===== src/rtl/regfile_arbiter_pkg.sv =====
// regfile_arb_pkg: shared FSM encoding and constants for the register-file arbiter.
package regfile_arb_pkg;
    typedef enum logic [1:0] {IDLE, ISSUE, WAIT, RESP} state_t;
    localparam logic [7:0] TIMEOUT_DATA = 8'hEE;
    localparam int DEF_NUM_REQ = 2;
    localparam int DEF_ADDR_W  = 8;
    localparam int DEF_DATA_W  = 8;
    localparam int DEF_TIMEOUT = 15;
endpackage


===== src/rtl/regfile_arbiter_if.sv =====
// regfile_arbiter_if: requester command/response bus plus register-file port.
//   req_*  : packed per-requester commands (valid/write/addr/wdata) and one-hot ready
//   rsp_*  : one-hot response strobe with shared read data and timeout flag
//   rf_*   : single register-file access port
//   slave  : arbiter view; master : requesters + register file view
interface regfile_arbiter_if
    import regfile_arb_pkg::*;
#(
    parameter int NUM_REQ = DEF_NUM_REQ,
    parameter int ADDR_W  = DEF_ADDR_W,
    parameter int DATA_W  = DEF_DATA_W
);
    logic [NUM_REQ-1:0]        req_valid;
    logic [NUM_REQ-1:0]        req_write;
    logic [NUM_REQ*ADDR_W-1:0] req_addr;
    logic [NUM_REQ*DATA_W-1:0] req_wdata;
    logic [NUM_REQ-1:0]        req_ready;
    logic [NUM_REQ-1:0]        rsp_valid;
    logic [DATA_W-1:0]         rsp_rdata;
    logic                      rsp_timeout;
    logic                      rf_read;
    logic                      rf_write;
    logic [ADDR_W-1:0]         rf_address;
    logic [DATA_W-1:0]         rf_write_data;
    logic                      rf_done;
    logic [DATA_W-1:0]         rf_read_data;

    modport master (
        output req_valid, req_write, req_addr, req_wdata, rf_done, rf_read_data,
        input  req_ready, rsp_valid, rsp_rdata, rsp_timeout,
               rf_read, rf_write, rf_address, rf_write_data
    );

    modport slave (
        input  req_valid, req_write, req_addr, req_wdata, rf_done, rf_read_data,
        output req_ready, rsp_valid, rsp_rdata, rsp_timeout,
               rf_read, rf_write, rf_address, rf_write_data
    );
endinterface


===== src/rtl/regfile_arbiter_rr_arbiter.sv =====
// rr_arbiter: combinational round-robin one-hot grant.
//   req   : request vector
//   ptr   : highest-priority requester index
//   grant : one-hot grant (zero when no request)
//   idx   : binary index of the granted requester
module rr_arbiter
    import regfile_arb_pkg::*;
#(
    parameter int NUM_REQ = DEF_NUM_REQ,
    localparam int PTR_W  = $clog2(NUM_REQ)
) (
    input  logic [NUM_REQ-1:0] req,
    input  logic [PTR_W-1:0]   ptr,
    output logic [NUM_REQ-1:0] grant,
    output logic [PTR_W-1:0]   idx
);
    // Walk from lowest priority (ptr+NUM_REQ-1) up to ptr; the last hit wins.
    always_comb begin
        grant = '0;
        idx   = '0;
        for (int p = NUM_REQ - 1; p >= 0; p--) begin
            for (int i = 0; i < NUM_REQ; i++) begin
                if (req[i] && ((int'(ptr) + p) % NUM_REQ) == i) begin
                    grant    = '0;
                    grant[i] = 1'b1;
                    idx      = PTR_W'(i);
                end
            end
        end
    end
endmodule


===== src/rtl/regfile_arbiter.sv =====
// regfile_arbiter: round-robin sharing of one register-file port between NUM_REQ requesters.
//   clk, rst : register-file clock, synchronous active-high reset
//   bus      : requester commands/responses and register-file strobes (slave modport)
// Each transaction issues exactly one rf_read/rf_write cycle so FIFO reads pop once.
module regfile_arbiter
    import regfile_arb_pkg::*;
#(
    parameter int NUM_REQ = DEF_NUM_REQ,
    parameter int ADDR_W  = DEF_ADDR_W,
    parameter int DATA_W  = DEF_DATA_W,
    parameter int TIMEOUT = DEF_TIMEOUT
) (
    input logic              clk,
    input logic              rst,
    regfile_arbiter_if.slave bus
);
    localparam int PTR_W = $clog2(NUM_REQ);
    localparam logic [7:0] TO_LAST = 8'(TIMEOUT - 1);

    state_t             state, state_d;
    logic [PTR_W-1:0]   ptr, owner, gidx;
    logic [NUM_REQ-1:0] grant;
    logic               wr_q, rsp_to, timed_out;
    logic [ADDR_W-1:0]  addr_q;
    logic [DATA_W-1:0]  data_q, rdata_q;
    logic [7:0]         cnt;

    rr_arbiter #(.NUM_REQ(NUM_REQ)) u_rr (
        .req  (bus.req_valid),
        .ptr  (ptr),
        .grant(grant),
        .idx  (gidx)
    );

    // A done on the final wait cycle takes precedence over the abort.
    assign timed_out = !bus.rf_done && cnt == TO_LAST;

    always_ff @(posedge clk) begin
        if (rst) state <= IDLE;
        else     state <= state_d;
    end

    always_comb begin
        state_d       = state;
        bus.req_ready = '0;
        bus.rsp_valid = '0;
        bus.rf_read   = 1'b0;
        bus.rf_write  = 1'b0;
        case (state)
            IDLE: begin
                bus.req_ready = rst ? '0 : grant;
                state_d       = |bus.req_valid ? ISSUE : IDLE;
            end
            ISSUE: begin
                bus.rf_write = wr_q;
                bus.rf_read  = !wr_q;
                state_d      = wr_q ? RESP : WAIT;
            end
            WAIT: state_d = (bus.rf_done || timed_out) ? RESP : WAIT;
            default: begin
                bus.rsp_valid = NUM_REQ'(1) << owner;
                state_d       = IDLE;
            end
        endcase
    end

    always_ff @(posedge clk) begin
        if (rst) begin
            ptr     <= '0;
            owner   <= '0;
            wr_q    <= 1'b0;
            addr_q  <= '0;
            data_q  <= '0;
            rdata_q <= '0;
            rsp_to  <= 1'b0;
            cnt     <= '0;
        end else begin
            case (state)
                IDLE: begin
                    if (|bus.req_valid) begin
                        owner  <= gidx;
                        wr_q   <= bus.req_write[gidx];
                        addr_q <= bus.req_addr[int'(gidx) * ADDR_W +: ADDR_W];
                        data_q <= bus.req_wdata[int'(gidx) * DATA_W +: DATA_W];
                    end
                end
                ISSUE: begin
                    cnt <= '0;
                    if (wr_q) begin
                        rdata_q <= '0;
                        rsp_to  <= 1'b0;
                    end
                end
                WAIT: begin
                    cnt <= cnt + 8'd1;
                    if (bus.rf_done) begin
                        rdata_q <= bus.rf_read_data;
                        rsp_to  <= 1'b0;
                    end else if (timed_out) begin
                        rdata_q <= DATA_W'(TIMEOUT_DATA);
                        rsp_to  <= 1'b1;
                    end
                end
                default: ptr <= (owner == PTR_W'(NUM_REQ - 1)) ? '0 : owner + 1'b1;
            endcase
        end
    end

    assign bus.rf_address    = addr_q;
    assign bus.rf_write_data = data_q;
    assign bus.rsp_rdata     = rdata_q;
    assign bus.rsp_timeout   = rsp_to;
endmodule


===== src/flat_wrapper.sv =====
// flat-port wrapper written by rule: the top's interface ports become plain ports
module regfile_arbiter_flat import regfile_arb_pkg::*;
#(
    parameter int NUM_REQ = DEF_NUM_REQ,
    parameter int ADDR_W  = DEF_ADDR_W,
    parameter int DATA_W  = DEF_DATA_W,
    parameter int TIMEOUT = DEF_TIMEOUT
)
  (clk, rst, bus_req_valid, bus_req_write, bus_req_addr, bus_req_wdata, bus_rf_done, bus_rf_read_data, bus_req_ready, bus_rsp_valid, bus_rsp_rdata, bus_rsp_timeout, bus_rf_read, bus_rf_write, bus_rf_address, bus_rf_write_data);
  regfile_arbiter_if #(.NUM_REQ(NUM_REQ), .ADDR_W(ADDR_W), .DATA_W(DATA_W)) bus_i ();
  input logic clk;
  input logic rst;
  input wire logic [$bits(bus_i.req_valid)-1:0] bus_req_valid;
  input wire logic [$bits(bus_i.req_write)-1:0] bus_req_write;
  input wire logic [$bits(bus_i.req_addr)-1:0] bus_req_addr;
  input wire logic [$bits(bus_i.req_wdata)-1:0] bus_req_wdata;
  input wire logic [$bits(bus_i.rf_done)-1:0] bus_rf_done;
  input wire logic [$bits(bus_i.rf_read_data)-1:0] bus_rf_read_data;
  output wire logic [$bits(bus_i.req_ready)-1:0] bus_req_ready;
  output wire logic [$bits(bus_i.rsp_valid)-1:0] bus_rsp_valid;
  output wire logic [$bits(bus_i.rsp_rdata)-1:0] bus_rsp_rdata;
  output wire logic [$bits(bus_i.rsp_timeout)-1:0] bus_rsp_timeout;
  output wire logic [$bits(bus_i.rf_read)-1:0] bus_rf_read;
  output wire logic [$bits(bus_i.rf_write)-1:0] bus_rf_write;
  output wire logic [$bits(bus_i.rf_address)-1:0] bus_rf_address;
  output wire logic [$bits(bus_i.rf_write_data)-1:0] bus_rf_write_data;
  assign bus_i.req_valid = bus_req_valid;
  assign bus_i.req_write = bus_req_write;
  assign bus_i.req_addr = bus_req_addr;
  assign bus_i.req_wdata = bus_req_wdata;
  assign bus_i.rf_done = bus_rf_done;
  assign bus_i.rf_read_data = bus_rf_read_data;
  assign bus_req_ready = bus_i.req_ready;
  assign bus_rsp_valid = bus_i.rsp_valid;
  assign bus_rsp_rdata = bus_i.rsp_rdata;
  assign bus_rsp_timeout = bus_i.rsp_timeout;
  assign bus_rf_read = bus_i.rf_read;
  assign bus_rf_write = bus_i.rf_write;
  assign bus_rf_address = bus_i.rf_address;
  assign bus_rf_write_data = bus_i.rf_write_data;
  regfile_arbiter #(.NUM_REQ(NUM_REQ), .ADDR_W(ADDR_W), .DATA_W(DATA_W), .TIMEOUT(TIMEOUT)) u_core (.clk(clk), .rst(rst), .bus(bus_i));
endmodule

===== config.mk =====
export PLATFORM = sky130hd
export DESIGN_NAME = regfile_arbiter_flat
export DESIGN_NICKNAME = d
export VERILOG_FILES = /design/src/rtl/regfile_arbiter_pkg.sv /design/src/rtl/regfile_arbiter_if.sv /design/src/rtl/regfile_arbiter_rr_arbiter.sv /design/src/rtl/regfile_arbiter.sv /design/src/flat_wrapper.sv
export SDC_FILE = /design/constraint.sdc
export NUM_CORES = 1
export LEC_CHECK = 0
export ABC_AREA = 0
export CAP_MARGIN = 5
export CORE_ASPECT_RATIO = 0.6
export CORE_MARGIN = 1
export CORE_UTILIZATION = 46
export CTS_BUF_LIST = sky130_fd_sc_hd__clkbuf_8
export DETAILED_ROUTE_END_ITERATION = 10
export PLACE_DENSITY = 0.83
export SLEW_MARGIN = 20
export SYNTH_ARGS = -nofsm -noshare
export SYNTH_HDL_FRONTEND = slang
export SYNTH_SLANG_ARGS = --single-unit

===== constraint.sdc =====
create_clock -name clk -period 2.67 [get_ports clk]
set_input_delay 0.267 -clock clk [delete_from_list [all_inputs] [get_ports clk]]
set_output_delay 0.267 -clock clk [all_outputs]
set_load 0.02 [all_outputs]

==> metrics.md, run 1 <==
| Metric | Value |
|---|---|
| Initial antenna violation count | `0` |
| Worst Max-Slew Pin Slew | `around 0.35 ns` |
| Final Setup Violations | `0` |
| Number of routed nets with antenna violations | `0` |
| Worst hold-check path type | `flip-flop to flip-flop` |
| Final WS setup | `about 0.59 ns` |
| Net switching power | `roughly 0.73 mW` |
| Total power | `2.02 mW` |
| Filler cells | `~260` |
| Dpl cell area | `about 0.0025 mm²` |
| Internal Power | `1.29 mW` |
| Post-synth top flop | `dfxtp_1` |
| Footprint of the multi-input gates | `897 µm²` |
| Setup Fix Bufs, Post-CTS | `0` |
| Pwr dens | `approximately 770 mW/mm²` |
| Met2 Wirelength | `approximately 1.8 mm` |
| Cells along the critical path | `inv_1 > ha_1 > nand2b_1 > a211oi_1 > clkdlybuf4s50_1` |
| DR top layer | `met4` |
| WL/cell | `between 10 and 15 µm` |
| Drt pass-1 iters | `4` |
| Sequential cell area | `~760 µm²` |
| DRC violations left | `0` |
| CP max FO | `3` |
| Post-synth top area cell | `dfxtp_1` |
| Sw frac | `0.362` |
| Critical Path Max Stage Delay | `approximately 0.64 ns` |
| Layout Nets | `311` |
| Critical path's slowest cell | `clkdlybuf4s50_1` |
| Max-cap viol count | `0` |
| Root Buffer | `clkbuf_8` |
| Clk_skew | `between 0.005 and 0.006 ns` |
| Worst skew pair latency | `just under 0.3 ns` |
| Port Buffers | `between 70 and 80` |
| I/O pins | `78` |
| Critical Path RT | `2.40 ns` |
| Worst Path Buf+Inv | `2` |
| Clock-pin slew on the worst setup and hold paths | `about 0.080 ns` |
| Total CTS buffers | `5` |
| Synth area leaders | `dfxtp_1, mux2i_1, a211oi_1` |
| WHS Path Cells | `2` |
| YS warnings | `0` |
| # diodes | `0` |
| Cts repair resizes | `0` |
| Synthesis-to-layout area growth | `49.4%` |
| Post-CTS Hold Buffers | `0` |
| Worst hold margin | `slightly below 0.5 ns` |
| H-tree depth | `2` |
| Lkg Pwr | `about 1.0 nW` |
| Initial Util | `0.512` |
| Fmax | `about 480 MHz` |
| Period utilization | `0.779` |
| CP top delay family | `buffers and inverters` |
| Synthesized Nets | `around 240` |
| Crit. End Element | `output pin` |
| Synth cell count leaders | `dfxtp_1, nor2_1, a211oi_1` |
| Cell variety after synth | `37` |
| Synthesized cell area | `between 0.0015 and 0.002 mm²` |
| Drt total wl | `a little over 4 mm` |
| Vias in the first global route | `about 1500` |
| CP Class | `flip-flop to output pin` |
| Final Hold Violating Endpoints | `0` |
| Max Slew Vio Count | `0` |
| Clock share of power | `0.203` |
| Fraction of layout cells with a size suffix above 1 | `0.0888` |
| 1st-iter DRT viols | `60` |
| Logic gate share of total power | `0.429` |
| Worst path depth | `5` |
| Seq pwr share | `0.368` |
| Worst VDD drop | `0.439 mV` |
| Yosys reg bits | `38` |
| Die area | `approximately 0.0041 mm²` |
| Routed wl met3 | `332 µm` |
| FF-to-FF path depth | `5` |
| Core area | `roughly 0.0034 mm²` |
| Sequential share of the synthesized area | `0.432` |
| First-pass GRT wire length | `approximately 7 mm` |
| Most frequent cell after synthesis | `dfxtp_1` |
| Post-Syn Area per Cell | `approximately 9.7 µm²` |
| CTS tree | `done` |
| Dpl hpwl | `3.08 mm` |
| WL met1 | `just over 2 mm` |
| Num Clock Sinks | `38` |
| Max_slew headroom | `0.766` |
| Critical path startpoint category | `flip-flop` |
| Grt total ovfl | `0` |
| DR vias/cell | `approximately 5` |
| Synthesized instance count | `roughly 180` |
| Post-route cell area | `between 0.002 and 0.003 mm²` |
| RSZ-0062 raised after global routing | `no` |
| Width of the die | `around 82 µm` |
| Outcome | `finished, final reports clean` |
| Synth async-reset ratio | `0` |
| Die Y-Extent | `roughly 50 µm` |
| Placer congestion estimate | `~0.76` |
| Pre-CTS setup slack | `approximately 0.71 ns` |
| Largest net degree at the start of global routing | `37` |
| Row cnt | `16` |
| Tot GR Track Use | `0.231` |
| Vias | `between 1500 and 2000` |
| Setup tns final | `0 ns` |
| Critical Path AT | `1.81 ns` |
| Min Clock Period, post-route | `~2.1 ns` |
| Share of the synthesized area in the top cell type | `0.432` |
| CTS max path bufs | `2` |
| Post-synth EDFFs | `0` |
==> registers in the layout, indices dropped and copies added, names as in the netlist <==
name and flops:
u_core.bus.rsp_timeout 1, u_core.bus.rf_address 8, u_core.ptr 1, u_core.cnt 8
u_core.state 2, u_core.bus.rf_write_data 8, u_core.owner 1, u_core.wr_q 1
u_core.bus.rsp_rdata 8
==> logic make-up after synthesis <==
logic type	Yosys count	share of synthesized area
AND/OR/NAND/NOR	53	0.164
buffers and inverters	19	0.0589
adder cells (fa/ha/maj)	6	0.0426
multiplexers	17	0.0966
AO/OA/AOI/OAI	45	0.186
flip-flops	38	0.432
XOR/XNOR	4	0.0199
==> stage by stage <==
stage	cells	util
after floorplan	182	-
after global placement	296	0.737
after detailed placement	296	0.737
after CTS	304	0.765
after global routing	304	0.765
final	304	0.765
==> power by group through the flow <==
stage	clock [mW]	sequential, mW	combinational, mW
finish	0.410	0.744	0.865
global placement	0	0.751	0.850
floorplan	0	0.859	0.422
detailed placement	0	0.754	0.862
global route	0.444	0.758	0.942
CTS	0.422	0.745	0.869
==> worst register-to-register path, cell delays in order, from the launching register on <==
cell and delay [ns]:
dfxtp_1 0.36, inv_1 0.08, ha_1 0.47, and2_0 0.38
nand2_1 0.21, o221a_2 0.30
==> per-layer routing <==
layer / vias up / track usage
met5: - / 0
met4: 0 / 0.0439
met3: 2 / 0.113
met2: 49 / 0.337
met1: 672 / 0.306
li1: 802 / -
==> final cells by class <==
| type | instances | area share |
|---|---|---|
| Clock buffer | 6 | 0.0314 |
| Timing Repair Buffer | 80 | 0.301 |
| Inverter | 8 | 0.0114 |
| Multi-Input combinational cell | 125 | 0.341 |
| Tap cell | 45 | 0.0214 |
| Clock inverter | 2 | 0.00475 |
| Sequential cell | 38 | 0.289 |
==> layout by cell type (no fill, tap or decap), types with 5 or more instances in the layout <==
| master | n |
|---|---|
| clkdlybuf4s50_1 | 77 |
| dfxtp_1 | 38 |
| mux2i_1 | 17 |
| a21oi_1 | 9 |
| clkbuf_8 | 6 |
| ha_1 | 6 |
| o221a_2 | 6 |
| inv_1 | 8 |
| nor2_1 | 26 |
| nand2_1 | 6 |
| a211oi_1 | 19 |
| o21ai_0 | 5 |
==> worst paths after layout <==
check | to | slack [ns] | startpoint
setup / recovery | bus_req_ready[0] | 0.59 | u_core.state[0]
hold / removal | u_core.bus.rsp_rdata[4] | 0.49 | u_core.bus.rsp_rdata[4]
setup reg to reg | u_core.bus.rsp_rdata[2] | 0.77 | u_core.state[0]
hold reg to reg | u_core.bus.rsp_rdata[4] | 0.49 | u_core.bus.rsp_rdata[4]
Power figures use the tool's default switching activity.
==> run 2, diff against run 1 <==
- CORE_UTILIZATION: 46 -> 43
- PLACE_DENSITY: 0.83 -> 0.78
- clock period: 2.67 -> 2.1 ns (I/O delays scaled with it)
==> metrics.md, run 2 (synthesized netlist as in run 1, its figures left out) <==
| Metric | Value |
|---|---|
| Outcome | `finished, violations left` |
| Failing checks | `DRC` |
| CP max FO | `3 (unchanged)` |
| Largest net degree at the start of global routing | `29 (-22%)` |
| H-tree depth | `2 (unchanged)` |
| Fin util | `0.715 (-0.0494)` |
| Post-CTS Hold Buffers | `0 (unchanged)` |
| Pwr dens | `1040 mW/mm² (+36%)` |
| Min Clock Period, post-route | `roughly 1.9 ns` |
| Filler cells | `311 (+20%)` |
| 1st-iter DRT viols | `55 (-8.3%)` |
| Root Buffer | `clkbuf_8` |
| Placed Cells incl. Taps | `300 (+1.4%)` |
| Initial antenna violation count | `0 (unchanged)` |
| DRC violations left | `3 (+3)` |
| First-pass GRT wire length | `6.99 mm (+0.79%)` |
| Worst VDD drop | `0.480 mV (+9.5%)` |
| CTS tree | `done` |
| Core area | `0.00379 mm² (+10%)` |
| Final WS setup | `0.169 ns (-0.420 ns)` |
| Clk_skew | `0.00932 ns (+0.00374 ns)` |
| Max_slew headroom | `0.717 (-0.0491)` |
| Period utilization | `0.919` |
| Commonest cells after routing, fill and taps aside | `clkdlybuf4s50_1, dfxtp_1, nor2_1, a211oi_1, mux2i_1` |
| CP Class | `flip-flop to output pin` |
| Layout Nets | `313 (+0.64%)` |
| DR vias/cell | `5.09 (+1.5%)` |
| Setup tns final | `0 ns (unchanged)` |
| RSZ-0062 raised after global routing | `no` |
| Post-route cell area | `0.00271 mm² (+2.9%)` |
| Net switching power | `0.936 mW (+28%)` |
| Setup Fix Bufs, Post-CTS | `0 (unchanged)` |
| CTS max path bufs | `2 (unchanged)` |
| Sequential cell area | `761 µm² (unchanged)` |
| Critical Path Max Stage Delay | `0.60 ns (-0.04 ns)` |
| Grt total ovfl | `0 (unchanged)` |
| Critical path startpoint category | `flip-flop` |
| Seq pwr share | `0.334 (-0.034)` |
| Vias | `1569 (+2.9%)` |
| Max-cap viol count | `0 (unchanged)` |
| Vias in the first global route | `1573 (+4.8%)` |
| Tot GR Track Use | `0.204 (-0.0272)` |
| Synthesis-to-layout area growth | `53.7%` |
| I/O pins | `78 (unchanged)` |
| Internal Power | `1.89 mW (+47%)` |
| Initial Util | `0.465 (-0.0463)` |
| WL/cell | `13.3 µm (-2.8%)` |
| Logic gate share of total power | `0.406 (-0.023)` |
| Num Clock Sinks | `38 (unchanged)` |
| Row cnt | `17 (+1)` |
| Dpl cell area | `0.00257 mm² (+1.2%)` |
| Worst Max-Slew Pin Slew | `0.425 ns (+0.0737 ns)` |
| Width of the die | `84.6 µm (+3.3%)` |
| Fmax | `between 500 and 600 MHz` |
| Drt pass-1 iters | `8 (+4)` |
| Total CTS buffers | `5 (unchanged)` |
| Clock-pin slew on the worst setup and hold paths | `0.08 ns (about the same)` |
| Final Setup Violations | `0 (unchanged)` |
| Lkg Pwr | `1.10 nW (+4.9%)` |
| Drt total wl | `4.08 mm (-1.6%)` |
| Pre-CTS setup slack | `0.260 ns (-0.451 ns)` |
| Cells along the critical path | `inv_1 > ha_1 > nand2b_1 > nor2_1 > clkdlybuf4s50_1` |
| Final Hold Violating Endpoints | `0 (unchanged)` |
| Port Buffers | `77 (unchanged)` |
| Die area | `0.00437 mm² (+6.8%)` |
| Worst hold-check path type | `flip-flop to flip-flop` |
| # diodes | `0 (unchanged)` |
| Number of routed nets with antenna violations | `0 (unchanged)` |
| Critical path's slowest cell | `clkdlybuf4s50_1` |
| Clock share of power | `0.260 (+0.057)` |
| Worst skew pair latency | `0.29 ns (about the same)` |
| Dpl hpwl | `3.09 mm (+0.15%)` |
| Critical Path RT | `1.89 ns (-0.51 ns)` |
| Commonest non-fill, non-tap cell in the layout | `clkdlybuf4s50_1` |
| Crit. End Element | `output pin` |
| Fraction of layout cells with a size suffix above 1 | `0.0958 (+0.00698)` |
| Footprint of the multi-input gates | `897 µm² (unchanged)` |
| Fin cells | `308 (+1.3%)` |
| Critical Path AT | `1.72 ns (-0.09 ns)` |
| Max Slew Vio Count | `0 (unchanged)` |
| Placer congestion estimate | `0.781 (+2.9%)` |
| Sw frac | `0.331 (-0.0311)` |
| Die Y-Extent | `51.6 µm (+3.3%)` |
==> run 2: critical path: cells and delay by family, from the launching register on <==
kind / cells / cell delay (ns)
DFF: 1 / 0.33
adders and majority gates: 1 / 0.18
buffers and inverters: 2 / 0.69
and+or+nand+nor: 2 / 0.23
==> run 2: layout make-up <==
type / instances / area share
clock buffers: 5 / 0.0254
repair buffers: 82 / 0.304
clock inverters: 3 / 0.0254
multi-input cells: 125 / 0.331
inverters: 8 / 0.0111
flip-flops and latches: 38 / 0.281
well taps: 47 / 0.0217
==> run 2: final timing paths <==
| check | startpoint | endpoint | slack (ns) | cells past startpoint |
|---|---|---|---|---|
| max | u_core.state[0] | bus_req_ready[1] | 0.17 | 5 |
| min reg2reg | u_core.bus.rsp_rdata[0] | u_core.bus.rsp_rdata[0] | 0.49 | 2 |
| max reg2reg | u_core.state[0] | u_core.cnt[7] | 0.27 | 6 |
| min | u_core.bus.rsp_rdata[0] | u_core.bus.rsp_rdata[0] | 0.49 | 2 |
==> run 2: power groups by stage <==
stage               Combinational, mW  Clock, mW  Sequential [mW]
finish                           1.15      0.736            0.944
global placement                 1.14          0            0.952
CTS                              1.16      0.746            0.944
floorplan                       0.537          0             1.09
detailed placement               1.15          0            0.957
global route                     1.24      0.786            0.961
==> run 2: repair_timing <==
action / in CTS / in global routing
resized for setup: 0 / 1
hold endpoints to repair: 0 / 0
setup endpoints to repair: 0 / 1
==> run 2: routing by layer <==
layer,global-route usage,vias to the layer above,wire (µm)
met5,0,-,0
met4,0.0424,0,0
met3,0.0810,0,358
met2,0.301,54,1660
met1,0.281,705,2070
li1,-,810,-
==> run 2: stage by stage <==
step / power [mW] / hold WS (ns)
global placement: 2.09 / 0.467
detailed placement: 2.11 / 0.469
floorplan: 1.63 / 0.375
finish: 2.83 / 0.489
CTS: 2.85 / 0.487
global route: 2.99 / 0.511
==> run 3, diff against run 2 <==
- CORE_ASPECT_RATIO: 0.6 -> not set
- CORE_MARGIN: 1 -> 2
==> metrics.md, run 3 (synthesized netlist as in run 1, its figures left out) <==
| Metric | Value |
|---|---|
| Commonest non-fill, non-tap cell in the layout | `clkdlybuf4s50_1` |
| Pwr dens | `962 mW/mm² (-7.9%)` |
| Period utilization | `0.932 (+0.0129)` |
| Critical Path AT | `1.75 ns (+0.03 ns)` |
| Max Slew Vio Count | `0 (unchanged)` |
| Min Clock Period, post-route | `1.96 ns (+0.0271 ns)` |
| Footprint of the multi-input gates | `897 µm² (unchanged)` |
| 1st-iter DRT viols | `65 (+18%)` |
| Synthesis-to-layout area growth | `50.4%` |
| Internal Power | `1.65 mW (-13%)` |
| Tot GR Track Use | `0.186 (-0.0174)` |
| Port Buffers | `77 (unchanged)` |
| Outcome | `finished, final reports clean` |
| Worst VDD drop | `0.555 mV (+16%)` |
| Commonest cells after routing, fill and taps aside | `clkdlybuf4s50_1, dfxtp_1, nor2_1, a211oi_1, mux2i_1` |
| Die Y-Extent | `68.0 µm (+32%)` |
| Max-cap viol count | `0 (unchanged)` |
| Root Buffer | `clkbuf_8` |
| Pre-CTS setup slack | `0.270 ns (+0.00954 ns)` |
| Clock share of power | `0.203 (-0.057)` |
| Initial antenna violation count | `0 (unchanged)` |
| Seq pwr share | `0.369 (+0.035)` |
| Filler cells | `340 (+9.3%)` |
| Drt pass-1 iters | `4 (-4)` |
| Worst Max-Slew Pin Slew | `0.328 ns (-0.0974 ns)` |
| Die area | `0.00462 mm² (+5.9%)` |
| Max_slew headroom | `0.782 (+0.0648)` |
| Crit. End Element | `output pin` |
| Vias in the first global route | `1460 (-7.2%)` |
| Setup tns final | `0 ns (unchanged)` |
| RSZ-0062 raised after global routing | `no` |
| I/O pins | `78 (unchanged)` |
| CP max FO | `3 (unchanged)` |
| Logic gate share of total power | `0.429 (+0.023)` |
| Grt total ovfl | `0 (unchanged)` |
| Drt total wl | `3.85 mm (-5.6%)` |
| CTS max path bufs | `2 (unchanged)` |
| Width of the die | `68.0 µm (-20%)` |
| Number of routed nets with antenna violations | `0 (unchanged)` |
| Largest net degree at the start of global routing | `30 (+3.4%)` |
| Layout Nets | `312 (-0.32%)` |
| Fin cells | `310 (+0.65%)` |
| Worst hold-check path type | `flip-flop to flip-flop` |
| Vias | `1542 (-1.7%)` |
| WL/cell | `12.4 µm (-6.2%)` |
| CP Class | `flip-flop to output pin` |
| Final WS setup | `0.142 ns (-0.0270 ns)` |
| Fin util | `0.667 (-0.0482)` |
| Net switching power | `0.901 mW (-3.7%)` |
| H-tree depth | `2 (unchanged)` |
| Lkg Pwr | `1.07 nW (-2.8%)` |
| Fmax | `511 MHz (-1.4%)` |
| # diodes | `0 (unchanged)` |
| DRC violations left | `0 (-3)` |
| Clock-pin slew on the worst setup and hold paths | `0.07 ns (about the same)` |
| Worst hold margin | `0.490 ns (+0.00126 ns)` |
| Final Hold Violating Endpoints | `0 (unchanged)` |
| Row cnt | `23 (+6)` |
| Critical path startpoint category | `flip-flop` |
| First-pass GRT wire length | `6.53 mm (-6.5%)` |
| Sequential cell area | `761 µm² (unchanged)` |
| Dpl hpwl | `3.00 mm (-2.8%)` |
| Clk_skew | `0.00265 ns (-0.00666 ns)` |
| Placed Cells incl. Taps | `302 (+0.67%)` |
| Placer congestion estimate | `0.721 (-7.7%)` |
| Sw frac | `0.354 (+0.0226)` |
| Critical Path RT | `1.89 ns (about the same)` |
| Final Setup Violations | `0 (unchanged)` |
| Num Clock Sinks | `38 (unchanged)` |
| Initial Util | `0.444 (-0.0217)` |
| Total CTS buffers | `5 (unchanged)` |
| CTS tree | `done` |
| Setup Fix Bufs, Post-CTS | `0 (unchanged)` |
| DR vias/cell | `4.97 (-2.4%)` |
| Worst skew pair latency | `0.29 ns (about the same)` |
| Fraction of layout cells with a size suffix above 1 | `0.0923 (-0.00348)` |
| Core area | `0.00397 mm² (+4.9%)` |
run 3: cell count changes in the layout (fill, tap and decap cells not counted), sizes merged:
cell and change:
bufinv -2, clkbuf +1, buf -1, clkinvlp +1
run 3: layer usage:
layer	global-route usage	vias to the layer above	wire length [µm]
met5	0	-	0
met4	0.0675	0	61
met3	0.0888	7	421
met2	0.288	60	1740
met1	0.225	669	1630
li1	-	806	-
run 3: cell type report:
class                   instances  share of cell area
clock buffers                   6              0.0312
clock inverters                 2             0.00472
inverters                       8              0.0113
multi-input cells             125               0.339
flip-flops and latches         38               0.287
well taps                      50              0.0236
repair buffers                 81               0.303
run 3: repair_timing:
| item | 4_1_cts | 5_1_grt |
|---|---|---|
| hold buffers | 0 | 0 |
| endpoints found under the setup margin | 0 | 1 |
| gates resized for setup | 0 | 1 |
run 3: power by group through the flow:
stage	logic (mW)	clock network [mW]	registers (mW)
after floorplan	0.537	0	1.09
after global placement	1.10	0	0.951
after detailed placement	1.10	0	0.959
after CTS	1.11	0.535	0.942
after global routing	1.21	0.563	0.961
final	1.09	0.517	0.939
run 3: through the flow:
stage               power (mW)  cell area [µm²]
detailed placement        2.06             2550
CTS                       2.58             2650
global placement          2.05             2550
floorplan                 1.63             1760
finish                    2.55             2650
global route              2.73             2650
run 3: final timing paths:
path                           startpoint  slack [ns]  cells past startpoint                      end
setup reg to reg          u_core.state[1]        0.42                      6            u_core.cnt[5]
hold reg to reg   u_core.bus.rsp_rdata[0]        0.49                      2  u_core.bus.rsp_rdata[0]
setup / recovery          u_core.state[1]        0.14                      5         bus_req_ready[1]
hold / removal    u_core.bus.rsp_rdata[0]        0.49                      2  u_core.bus.rsp_rdata[0]
run 3: critical path, cell delays in order, from the launching register on:
cell and delay, ns:
dfxtp_1 0.34, inv_1 0.09, ha_1 0.20, nand2b_1 0.10, nor2_1 0.13, clkdlybuf4s50_1 0.61
